## src/rtl/fprint_master_arbiter_pkg.sv

```systemverilog
// fprint_master_arbiter_pkg
// Shared widths, defaults and state encoding for the fingerprint master
// arbiter.
//   NIOS_ADDRESS_WIDTH / NIOS_DATA_WIDTH : Avalon-MM address and data widths
//   FPRINT_ARB_TIMEOUT_DEFAULT          : default stall-watchdog limit
//   FPRINT_ARB_WD_WIDTH                 : watchdog counter width
//   arb_state_t                         : arbiter FSM states
package fprint_master_arbiter_pkg;

    localparam int NIOS_ADDRESS_WIDTH         = 32;
    localparam int NIOS_DATA_WIDTH            = 32;
    localparam int FPRINT_ARB_TIMEOUT_DEFAULT = 1024;
    localparam int FPRINT_ARB_WD_WIDTH        = 16;

    typedef enum logic {
        FPRINT_ARB_IDLE = 1'b0,
        FPRINT_ARB_BUSY = 1'b1
    } arb_state_t;

endpackage

```

## src/rtl/fprint_rr_select.sv

```systemverilog
// fprint_rr_select
// Combinational round-robin picker. The search starts at the port after
// 'last' and wraps, so the most recent owner has the lowest priority.
//   req  in  NUM_PORTS : candidate requests
//   last in  IDX_W     : index of the most recent owner
//   gnt  out NUM_PORTS : one-hot winner (0 when no candidate)
//   idx  out IDX_W     : encoded winner index
//   any  out 1         : at least one candidate present
module fprint_rr_select #(
    parameter int NUM_PORTS = 4,
    parameter int IDX_W     = 2
) (
    input  logic [NUM_PORTS-1:0] req,
    input  logic [IDX_W-1:0]     last,
    output logic [NUM_PORTS-1:0] gnt,
    output logic [IDX_W-1:0]     idx,
    output logic                 any
);

    localparam logic [IDX_W:0] NP = (IDX_W+1)'(NUM_PORTS);

    // One extra bit on the sum lets last+k exceed NUM_PORTS-1 before the
    // wrap subtraction brings it back into range.
    always_comb begin
        logic [IDX_W:0]   sum;
        logic [IDX_W-1:0] pos;
        gnt = '0;
        idx = '0;
        any = 1'b0;
        sum = '0;
        pos = '0;
        for (int k = 1; k <= NUM_PORTS; k++) begin
            sum = {1'b0, last} + (IDX_W+1)'(k);
            if (sum >= NP) begin
                sum = sum - NP;
            end
            pos = sum[IDX_W-1:0];
            if (!any && req[pos]) begin
                any      = 1'b1;
                gnt[pos] = 1'b1;
                idx      = pos;
            end
        end
    end

endmodule

```

## src/rtl/fprint_master_arbiter.sv

```systemverilog
// fprint_master_arbiter
// Round-robin arbiter sharing one comparator-side Avalon-MM master among
// NUM_PORTS fingerprint store-buffer masters, one transfer at a time.
//   clk, rst (sync, active-low)
//   s_address/s_write/s_read/s_writedata : per-port requests (port i at [i*W +: W])
//   s_waitrequest                        : per-port stall, low only for the owner
//   s_readdata                           : shared read return
//   m_*                                  : forwarded transfer to the comparator
//   grant                                : one-hot owner, 0 when idle
//   proto_err                            : sticky Avalon violation flag
//   timeout                              : sticky stall watchdog flag
module fprint_master_arbiter
    import fprint_master_arbiter_pkg::*;
#(
    parameter int NUM_PORTS = 4,
    parameter int TIMEOUT   = FPRINT_ARB_TIMEOUT_DEFAULT
) (
    input  logic                                clk,
    input  logic                                rst,
    input  logic [NUM_PORTS*NIOS_ADDRESS_WIDTH-1:0] s_address,
    input  logic [NUM_PORTS-1:0]                s_write,
    input  logic [NUM_PORTS-1:0]                s_read,
    input  logic [NUM_PORTS*NIOS_DATA_WIDTH-1:0] s_writedata,
    output logic [NUM_PORTS-1:0]                s_waitrequest,
    output logic [NIOS_DATA_WIDTH-1:0]          s_readdata,
    output logic [NIOS_ADDRESS_WIDTH-1:0]       m_address,
    output logic                                m_write,
    output logic                                m_read,
    output logic [NIOS_DATA_WIDTH-1:0]          m_writedata,
    input  logic                                m_waitrequest,
    input  logic [NIOS_DATA_WIDTH-1:0]          m_readdata,
    output logic [NUM_PORTS-1:0]                grant,
    output logic                                proto_err,
    output logic                                timeout
);

    localparam int AW  = NIOS_ADDRESS_WIDTH;
    localparam int DW  = NIOS_DATA_WIDTH;
    localparam int IW  = $clog2(NUM_PORTS);
    localparam int WDW = FPRINT_ARB_WD_WIDTH;
    localparam logic [IW-1:0]  LAST_RESET = IW'(NUM_PORTS-1);
    localparam logic [WDW-1:0] WD_LIMIT   = WDW'(TIMEOUT);

    arb_state_t           state, state_nxt;
    logic [NUM_PORTS-1:0] grant_q, grant_nxt;
    logic [IW-1:0]        grant_idx, grant_idx_nxt;
    logic [IW-1:0]        last_q, last_nxt;
    logic [NUM_PORTS-1:0] req, sel_req, sel_gnt;
    logic [IW-1:0]        sel_last, sel_idx;
    logic                 sel_any;
    logic                 busy, owner_write, owner_read, owner_req;
    logic                 complete, violation, dual_cmd;
    logic [WDW-1:0]       wd_q;

    assign req         = s_write | s_read;
    assign busy        = (state == FPRINT_ARB_BUSY);
    assign owner_write = s_write[grant_idx];
    assign owner_read  = s_read[grant_idx];
    assign owner_req   = req[grant_idx];
    assign complete    = busy & owner_req & ~m_waitrequest;
    assign violation   = busy & ~owner_req;
    assign dual_cmd    = busy & owner_write & owner_read;
    assign grant       = grant_q;
    assign s_readdata  = m_readdata;

    // While busy the picker serves the completion re-arbitration: the
    // finishing owner is masked out and the search starts just after it.
    assign sel_req  = busy ? (req & ~grant_q) : req;
    assign sel_last = busy ? grant_idx : last_q;

    fprint_rr_select #(
        .NUM_PORTS (NUM_PORTS),
        .IDX_W     (IW)
    ) u_rr_select (
        .req  (sel_req),
        .last (sel_last),
        .gnt  (sel_gnt),
        .idx  (sel_idx),
        .any  (sel_any)
    );

    // Next-state logic. A dropped request on the owner abandons the
    // transfer without moving the round-robin pointer.
    always_comb begin
        state_nxt     = state;
        grant_nxt     = grant_q;
        grant_idx_nxt = grant_idx;
        last_nxt      = last_q;
        case (state)
            FPRINT_ARB_IDLE: begin
                if (sel_any) begin
                    state_nxt     = FPRINT_ARB_BUSY;
                    grant_nxt     = sel_gnt;
                    grant_idx_nxt = sel_idx;
                end
            end
            FPRINT_ARB_BUSY: begin
                if (violation) begin
                    state_nxt = FPRINT_ARB_IDLE;
                    grant_nxt = '0;
                end else if (complete) begin
                    last_nxt = grant_idx;
                    if (sel_any) begin
                        grant_nxt     = sel_gnt;
                        grant_idx_nxt = sel_idx;
                    end else begin
                        state_nxt = FPRINT_ARB_IDLE;
                        grant_nxt = '0;
                    end
                end
            end
            default: begin
                state_nxt = FPRINT_ARB_IDLE;
                grant_nxt = '0;
            end
        endcase
    end

    // Output mux. A write+read collision is forwarded as a write only.
    always_comb begin
        m_address     = '0;
        m_writedata   = '0;
        m_write       = 1'b0;
        m_read        = 1'b0;
        s_waitrequest = '1;
        if (busy) begin
            for (int i = 0; i < NUM_PORTS; i++) begin
                if (grant_q[i]) begin
                    m_address   = s_address[i*AW +: AW];
                    m_writedata = s_writedata[i*DW +: DW];
                end
            end
            m_write                  = owner_write;
            m_read                   = owner_read & ~owner_write;
            s_waitrequest[grant_idx] = m_waitrequest;
        end
    end

    // State, pointer, watchdog and sticky flags. The watchdog saturates
    // at the limit; the stalled transfer is left running.
    always_ff @(posedge clk) begin
        if (!rst) begin
            state     <= FPRINT_ARB_IDLE;
            grant_q   <= '0;
            grant_idx <= '0;
            last_q    <= LAST_RESET;
            wd_q      <= '0;
            proto_err <= 1'b0;
            timeout   <= 1'b0;
        end else begin
            state     <= state_nxt;
            grant_q   <= grant_nxt;
            grant_idx <= grant_idx_nxt;
            last_q    <= last_nxt;
            if (violation || dual_cmd) begin
                proto_err <= 1'b1;
            end
            if (!busy || complete) begin
                wd_q <= '0;
            end else if (m_waitrequest && (wd_q != WD_LIMIT)) begin
                wd_q <= wd_q + WDW'(1);
                if (wd_q == WD_LIMIT - WDW'(1)) begin
                    timeout <= 1'b1;
                end
            end
        end
    end

endmodule
```

## config.mk

```make
export PLATFORM = sky130hd
export DESIGN_NAME = fprint_master_arbiter
export DESIGN_NICKNAME = d
export VERILOG_FILES = /design/src/rtl/fprint_master_arbiter_pkg.sv /design/src/rtl/fprint_rr_select.sv /design/src/rtl/fprint_master_arbiter.sv
export SDC_FILE = /design/constraint.sdc
export NUM_CORES = 1
export LEC_CHECK = 0
export ABC_AREA = 1
export CAP_MARGIN = 30
export CORE_AREA = 4 4 156 158
export DETAILED_ROUTE_END_ITERATION = 8
export DIE_AREA = 0 0 160 162
export HOLD_SLACK_MARGIN = 0.15
export PLACE_DENSITY = 0.61
export SKIP_LAST_GASP = 1
export SYNTH_ARGS = -nofsm -noshare
export SYNTH_HDL_FRONTEND = slang
export SYNTH_SLANG_ARGS = --single-unit
```

## constraint.sdc

```tcl
create_clock -name clk -period 1.88 [get_ports clk]
set_input_delay 0.188 -clock clk [delete_from_list [all_inputs] [get_ports clk]]
set_output_delay 0.188 -clock clk [all_outputs]
set_load 0.01 [all_outputs]
```

==> summary.md, run 1 <==
| Metric | Value |
|---|---|
| Outcome | finished with violations |
| Violated checks | negative setup slack |
| Post-route setup slack | -91.26 ps |
| CTS buffer count | 3 |
| Post-synthesis sequential area ratio | between 10% and 20% |
| I/O pin count | about 410 |
| Gr ovfl total | 0 |
| FF-to-FF Start | busy$_SDFF_PN0_ |
| Die Y | between 150 and 200 um |
| FF-to-FF setup slack | -90 ps |
| Share of cells above drive strength 1 | 25.98% |
| WL per Instance | between 15 and 20 um |
| Largest net degree at the start of global routing | around 80 |
| Worst VDD drop | about 0.00041 V |
| Number of vias after detailed routing | 6478 |
| Clk pwr share | roughly 5.2% |
| Commonest non-fill, non-tap cell in the layout | clkdlybuf4s50_1 |
| Area growth, synth to finish | 113.4% |
| Clk slew on worst S/H paths | approximately 70 ps |
| Switching power | ~4600 uW |
| Post-Synthesis Cells | 709 |
| Flop pwr share | around 8% |
| Most frequent cell on the critical path | nand2_4 |
| DP Area | approximately 8300 sq um |
| Starting DRT DRC Count | between 300 and 400 |
| Slowest stage delay, CP | between 300 and 400 ps |
| Final #Nets | around 1400 |
| Crit path from | busy$_SDFF_PN0_ |
| First-pass GRT wire length | approximately 37000 um |
| Worst-Margin Slew | around 460 ps |
| Post-Syn Area | around 4200 sq um |
| Vias per cell | 4.756 |
| Top cells by area, synth | nand2_1 14%, dfxtp_1 13%, o21ai_0 11% |
| Routability cong. | 0.8990 |
| Clock net sink count | 27 |
| Leakage power | about 0.0037 uW |
| Number of global-route vias before repair | 6295 |
| Max-slew violation count | 0 |
| Tmin final | between 1500 and 2000 ps |
| Min-delay src | m_readdata[15] |
| Root buf cell | clkbuf_16 |
| Filler Cell Count | approximately 2400 |
| Initial antenna violation count | 4 |
| Die extent in x | 160 um |
| # setup viols final | 12 |
| P_int | just under 5000 uW |
| IO Port Bufs | approximately 340 |
| Hold/Removal Path Class | in -> out |
| Share of the synthesized area in the top cell type | ~14% |
| Seq cells post-synth | 27 |
| ANT nets after route | 0 |
| Initial Utilization | between 15 and 20% |
| Combinational share of power | about 87% |
| Count of cell types in the netlist | 34 |
| Overall Power | 9459 uW |
| RSZ-0062 raised after global routing | true |
| Fmax | between 500 and 600 MHz |
| Cell Chain, Critical Path | buf_12 > clkinv_8 > nand2_4 > nand2_4 > inv_4 > ha_4 > inv_4 > nand3_4 > nand2_4 > nor2_4 > buf_6 > nand4_1 > nand3_1 > nand2_1 > a21oi_2 |
| Dominant cell type by area after synthesis | nand2_1 |
| Final core utilization | ~39% |
| Core Footprint | 23120 sq um |
| Die footprint | between 20000 and 30000 sq um |
| Startpoint type of the worst setup path | register |
| Fin Hold WS | 376.0 ps |
| CTS tree | yes |
| WP data arrival | between 2000 and 2500 ps |
| Max transition margin | between 60% and 70% |
| Crit-path max FO | 7 |
| WP data required | ~2100 ps |
| Slowest cell on crit path | dfxtp_4 |
| Mapped Nets | just over 1000 |
| Final instance area | between 8000 and 9000 sq um |
| Final period util | 104.9% |
| H-tree levels | 1 |
| Setup WS pre-CTS | -331.6 ps |
| Yosys Warn Count | 0 |
| WS Path Type | reg -> reg |
| Worst Clk Skew | 3.345 ps |
| Clock latency on the worst-skew pair | roughly 260 ps |
| Worst Setup End Kind | register |
| Switching Share | approximately half |
| Max-Cap Viols | 0 |
| Total Wirelength | roughly 25000 um |
| Post-Syn Area per Cell | 5.933 sq um |
| Final hold vios | 0 |
| Post-DP HPWL | 20520 um |
| Most frequent cells in the layout | 276 x clkdlybuf4s50_1, 158 x nand2_1, 67 x o21ai_0 |
| Cell area power density | between 1000 and 1500 nW/um^2 |
| DRC errors left | 0 |
| Total Routing Usage GR | around 18% |
| Drt pass-1 iters | 4 |
| Largest buffer count on any clock path | 2 |
| FP Rows | between 50 and 60 |
## synthesized netlist by cell type
library cell	number
a21oi_1	64
a221oi_1	24
a22oi_1	40
a32oi_1	1
buf_1	6
buf_2	6
buf_4	35
buf_6	2
clkbuf_1	33
dfxtp_1	27
ha_1	10
inv_1	42
inv_2	6
inv_8	1
nand2_1	160
nand2_2	7
nand2_4	6
nand3_1	23
nand3_2	5
nand3b_1	3
nand4_1	12
nand4_4	1
nor2_1	46
nor2_2	1
nor2_4	3
nor3_1	8
nor3b_1	1
nor4_1	3
o211ai_1	4
o21ai_0	90
o21ai_1	5
o21ai_2	1
o31ai_1	24
xor2_1	9
## worst max-delay path, delay by kind of cell, from the launching register on
| kind | cells | cell delay, ps |
|---|---|---|
| and+or+nand+nor | 8 | 690 |
| buffers and inverters | 5 | 430 |
| DFF | 1 | 370 |
| adders and majority gates | 1 | 290 |
| AOI/OAI and AO/OA | 1 | 120 |
## cell families after synthesis
group / share of synthesized area, %
XOR/XNOR: 1.874
AO/OA/AOI/OAI: 36.47
flip-flops: 12.85
AND/OR/NAND/NOR: 30.31
buffers and inverters: 15.53
adder cells (fa/ha/maj): 2.974
## final cells by class
| type | instances | area, sq um | share of cell area, % |
|---|---|---|---|
| timing repair buffer | 439 | 4187 | 46.63 |
| multi-input combinational | 551 | 3591 | 40.00 |
| sequential | 27 | 550.5 | 6.132 |
| tap | 290 | 362.8 | 4.042 |
| inverter | 49 | 202.7 | 2.258 |
| clock buffer | 4 | 78.83 | 0.8780 |
| antenna | 2 | 5.005 | 0.05575 |
## metal layers
layer	part of all wire (%)	vias to the layer above	global-route usage (%)
met3	6.6	48	4.035
met5	0.11	-	0
met1	40	3001	21.31
li1	-	3182	-
met2	51	243	32.29
met4	2.4	4	3.520
## per-stage QoR
stage	std cells	setup TNS, ps
2_1_floorplan	709	0
3_3_place_gp	1340	-4612
3_5_place_dp	1340	-6472
4_1_cts	1354	-3744
5_1_grt	1362	-3252
6_report	1362	-545.1
## power groups by stage
stage	combinational [uW]	clock [uW]	sequential, uW
finish	8220	491	750
CTS	7650	506	743
detailed placement	7390	0	761
floorplan	3620	0	736
global route	8940	532	760
global placement	7380	0	759
## final timing paths
check | endpoint | cells past startpoint
worst max-delay path | grant[0]$_SDFFE_PN0P_ | 15
worst min-delay path | s_readdata[15] | 0
worst max register to register | grant[0]$_SDFFE_PN0P_ | 15
worst min register to register | wd_q[14]$_SDFFE_PP0P_ | 2
## sequential cells by signal (all words and copies together) (netlist names)
signal,flops
busy,1
grant_idx,2
timeout,1
grant,4
wd_q,16
last_q,2
proto_err,1
## repair_timing
action	CTS	global route
buffers inserted	9	10
endpoints found under the setup margin	75	74
hold endpoints to repair	0	0
hold buffers	0	0
pin swaps	11	52
gates cloned	1	2
resized for setup	203	177
Power figures use the tool's default switching activity.
==> run 2, diff against run 1 <==
Settings changed: CTS_CLUSTER_DIAMETER from default to 100, PLACE_DENSITY 0.61 to 0.6.
==> summary.md, run 2 (synthesized netlist as in run 1, its figures left out) <==
| Metric | Value |
|---|---|
| Outcome | finished with violations |
| Violated checks | negative setup slack |
| Top delay family on crit path | buffers and inverters |
| Critical path endpoint | m_address[7] |
| Cell Chain, Critical Path | buf_12 > bufbuf_16 > buf_4 > a22oi_2 > nand2_1 > o21ai_0 > a21oi_1 > buf_2 |
| WL per Instance | 20.01 um (+7.4%) |
| Hold/Removal Path Class | in -> out |
| Overall Power | 9479 uW (+0.21%) |
| Hold Buf Count CTS | 0 (unchanged) |
| Met1 usage | 23.38% (+2.1 points) |
| Clock latency on the worst-skew pair | 270 ps (about the same) |
| Gr ovfl total | 0 (unchanged) |
| Max-slew violation count | 0 (unchanged) |
| Biggest register | wd_q |
| I/O pin count | 407 (unchanged) |
| Total Routing Usage GR | 19.06% (+1.4 points) |
| # setup viols final | 1 (-11) |
| Leakage power | 0.003651 uW (-0.20%) |
| Final hold vios | 0 (unchanged) |
| Max reg flops | 16 (unchanged) |
| Drt pass-1 iters | 5 (+1) |
| Max transition margin | 72.28% (+2.9 points) |
| Startpoint type of the worst setup path | register |
| Largest net degree at the start of global routing | 41 (-49%) |
| Final #Nets | 1367 (-0.94%) |
| Largest buffer count on any clock path | 2 (unchanged) |
| Die Y | 162 um (unchanged) |
| Number of global-route vias before repair | 6357 (+0.98%) |
| Worst Clk Skew | 8.355 ps (+5.010 ps) |
| WP data required | 1690 ps (-390 ps) |
| Worst Setup End Kind | output port |
| Worst R2R End | grant_idx[0]$_SDFFE_PN0P_ |
| WS Path Type | reg -> out |
| WP data arrival | 1710 ps (-460 ps) |
| Crit path from | grant[1]$_SDFFE_PN0P_ |
| Die footprint | 25920 sq um (unchanged) |
| Max-Cap Viols | 0 (unchanged) |
| Tmin final | 1893 ps (-78.09 ps) |
| Area growth, synth to finish | 114.4% |
| Routability cong. | 0.9226 (+2.6%) |
| CTS buffer count | 3 (unchanged) |
| FF-to-FF setup slack | 10 ps (+100 ps) |
| Share of cells above drive strength 1 | 26.77% (+0.79 points) |
| DRC errors left | 0 (unchanged) |
| First-pass GRT wire length | 38740 um (+6.1%) |
| Vias per cell | 4.828 (+1.5%) |
| Initial antenna violation count | 5 (+1) |
| Clk slew on worst S/H paths | 80 ps (about the same) |
| Core Footprint | 23120 sq um (unchanged) |
| Slowest cell on crit path | dfxtp_4 |
| Filler Cell Count | 2425 (+0.41%) |
| Post-DP HPWL | 20520 um (about the same) |
| Final period util | 100.7% (-4.2 points) |
| Initial Utilization | 18.19% (unchanged) |
| Gr busiest metal | met2 |
| Number of buffers and inverters on the critical path | 4 (-1) |
| Starting DRT DRC Count | 380 (+14%) |
| Total Wirelength | 26970 um (+6.3%) |
| RSZ-0062 raised after global routing | true |
| Number of vias after detailed routing | 6508 (+0.46%) |
| Fmax | 528.2 MHz (+4.1%) |
| Worst-Margin Slew | 412.7 ps (-43.02 ps) |
| Grt met3 use | 4.238% (+0.20 points) |
| CTS tree | yes |
| Most frequent cells in the layout | 273 x clkdlybuf4s50_1, 146 x nand2_1, 67 x o21ai_0 |
| Critical path depth | 8 (-7) |
| FF-to-FF path depth | 13 (-2) |
| IO Port Bufs | 342 (unchanged) |
| Setup WS pre-CTS | -398.3 ps (-66.69 ps) |
| Slowest stage delay, CP | 360 ps (about the same) |
| M2 GR Usage | 34.22% (+1.9 points) |
| Root buf cell | clkbuf_16 |
| Fin Hold WS | 376.0 ps (unchanged) |
| Cell area power density | 1051 nW/um^2 (-0.27%) |
| FP Rows | 56 (unchanged) |
| Clock net sink count | 27 (unchanged) |
| Post-route setup slack | -13.17 ps (+78.09 ps) |
| H-tree levels | 1 (unchanged) |
| ANT nets after route | 0 (unchanged) |
| Worst VDD drop | 0.0003402 V (-17%) |
| Commonest non-fill, non-tap cell in the layout | clkdlybuf4s50_1 |
| Die extent in x | 160 um (unchanged) |
| Crit-path max FO | 5 (-2) |
| FF-to-FF Start | busy$_SDFF_PN0_ |
==> run 2: cell count changes in the layout (fill, tap and decap cells not counted), sizes merged <==
| cell | before | now |
|---|---|---|
| dlymetal6s2s | 0 | 3 |
| clkbuf | 31 | 15 |
| clkdlybuf4s50 | 276 | 273 |
| bufbuf | 0 | 2 |
| clkdlybuf4s15 | 1 | 2 |
| dlygate4sd2 | 2 | 1 |
| clkinv | 2 | 3 |
| diode | 2 | 1 |
==> run 2: report_power, final <==
group | internal, uW | switching, uW
clock | 288 | 221
sequential | 658 | 91.9
combinational | 3890 | 4330
total | 4830 | 4640
==> run 2: final cells by class <==
type                       instances  area, sq um  share of cell area [%]
timing repair buffer             426         4123                   45.71
multi-input combinational        551         3695                   40.96
sequential                        27        550.5                   6.103
tap                              290        362.8                   4.023
inverter                          49        206.4                   2.289
clock buffer                       3        75.07                  0.8323
clock inverter                     1        5.005                 0.05549
antenna                            1        2.502                 0.02774
==> run 2: worst min-delay path by stage <==
stage               cells past startpoint                     end           start  slack (ps)
global placement                        0           s_readdata[0]   m_readdata[0]         380
detailed placement                      0           s_readdata[0]   m_readdata[0]         380
CTS                                     0           s_readdata[0]   m_readdata[0]         380
global route                            0          s_readdata[13]  m_readdata[13]         380
floorplan                               1  last_q[0]$_SDFFE_PN1P_             rst         290
finish                                  0          s_readdata[13]  m_readdata[13]         380
==> run 2: routing by layer <==
layer,wire [um],vias up
met2,13580,256
met5,55,-
met1,10870,3026
met4,671,8
met3,1791,52
li1,-,3166
==> run 2: metrics by stage <==
stage | area, sq um | instances | util, % | TNS, ps
after CTS | 8743 | 1344 | 37.81 | -1014
final | 9020 | 1348 | 39.01 | -13.17
after floorplan | 4239 | 709 | - | 0
after global routing | 9020 | 1348 | 39.01 | -1912
after detailed placement | 8198 | 1323 | 35.45 | -4271
after global placement | 8198 | 1323 | 35.45 | -4272
==> run 2: what timing repair did <==
item / CTS / global route
endpoints found under the setup margin: 72 / 75
pin swaps: 18 / 40
resized for setup: 287 / 147
buffers inserted: 11 / 6
cloned: 6 / 0
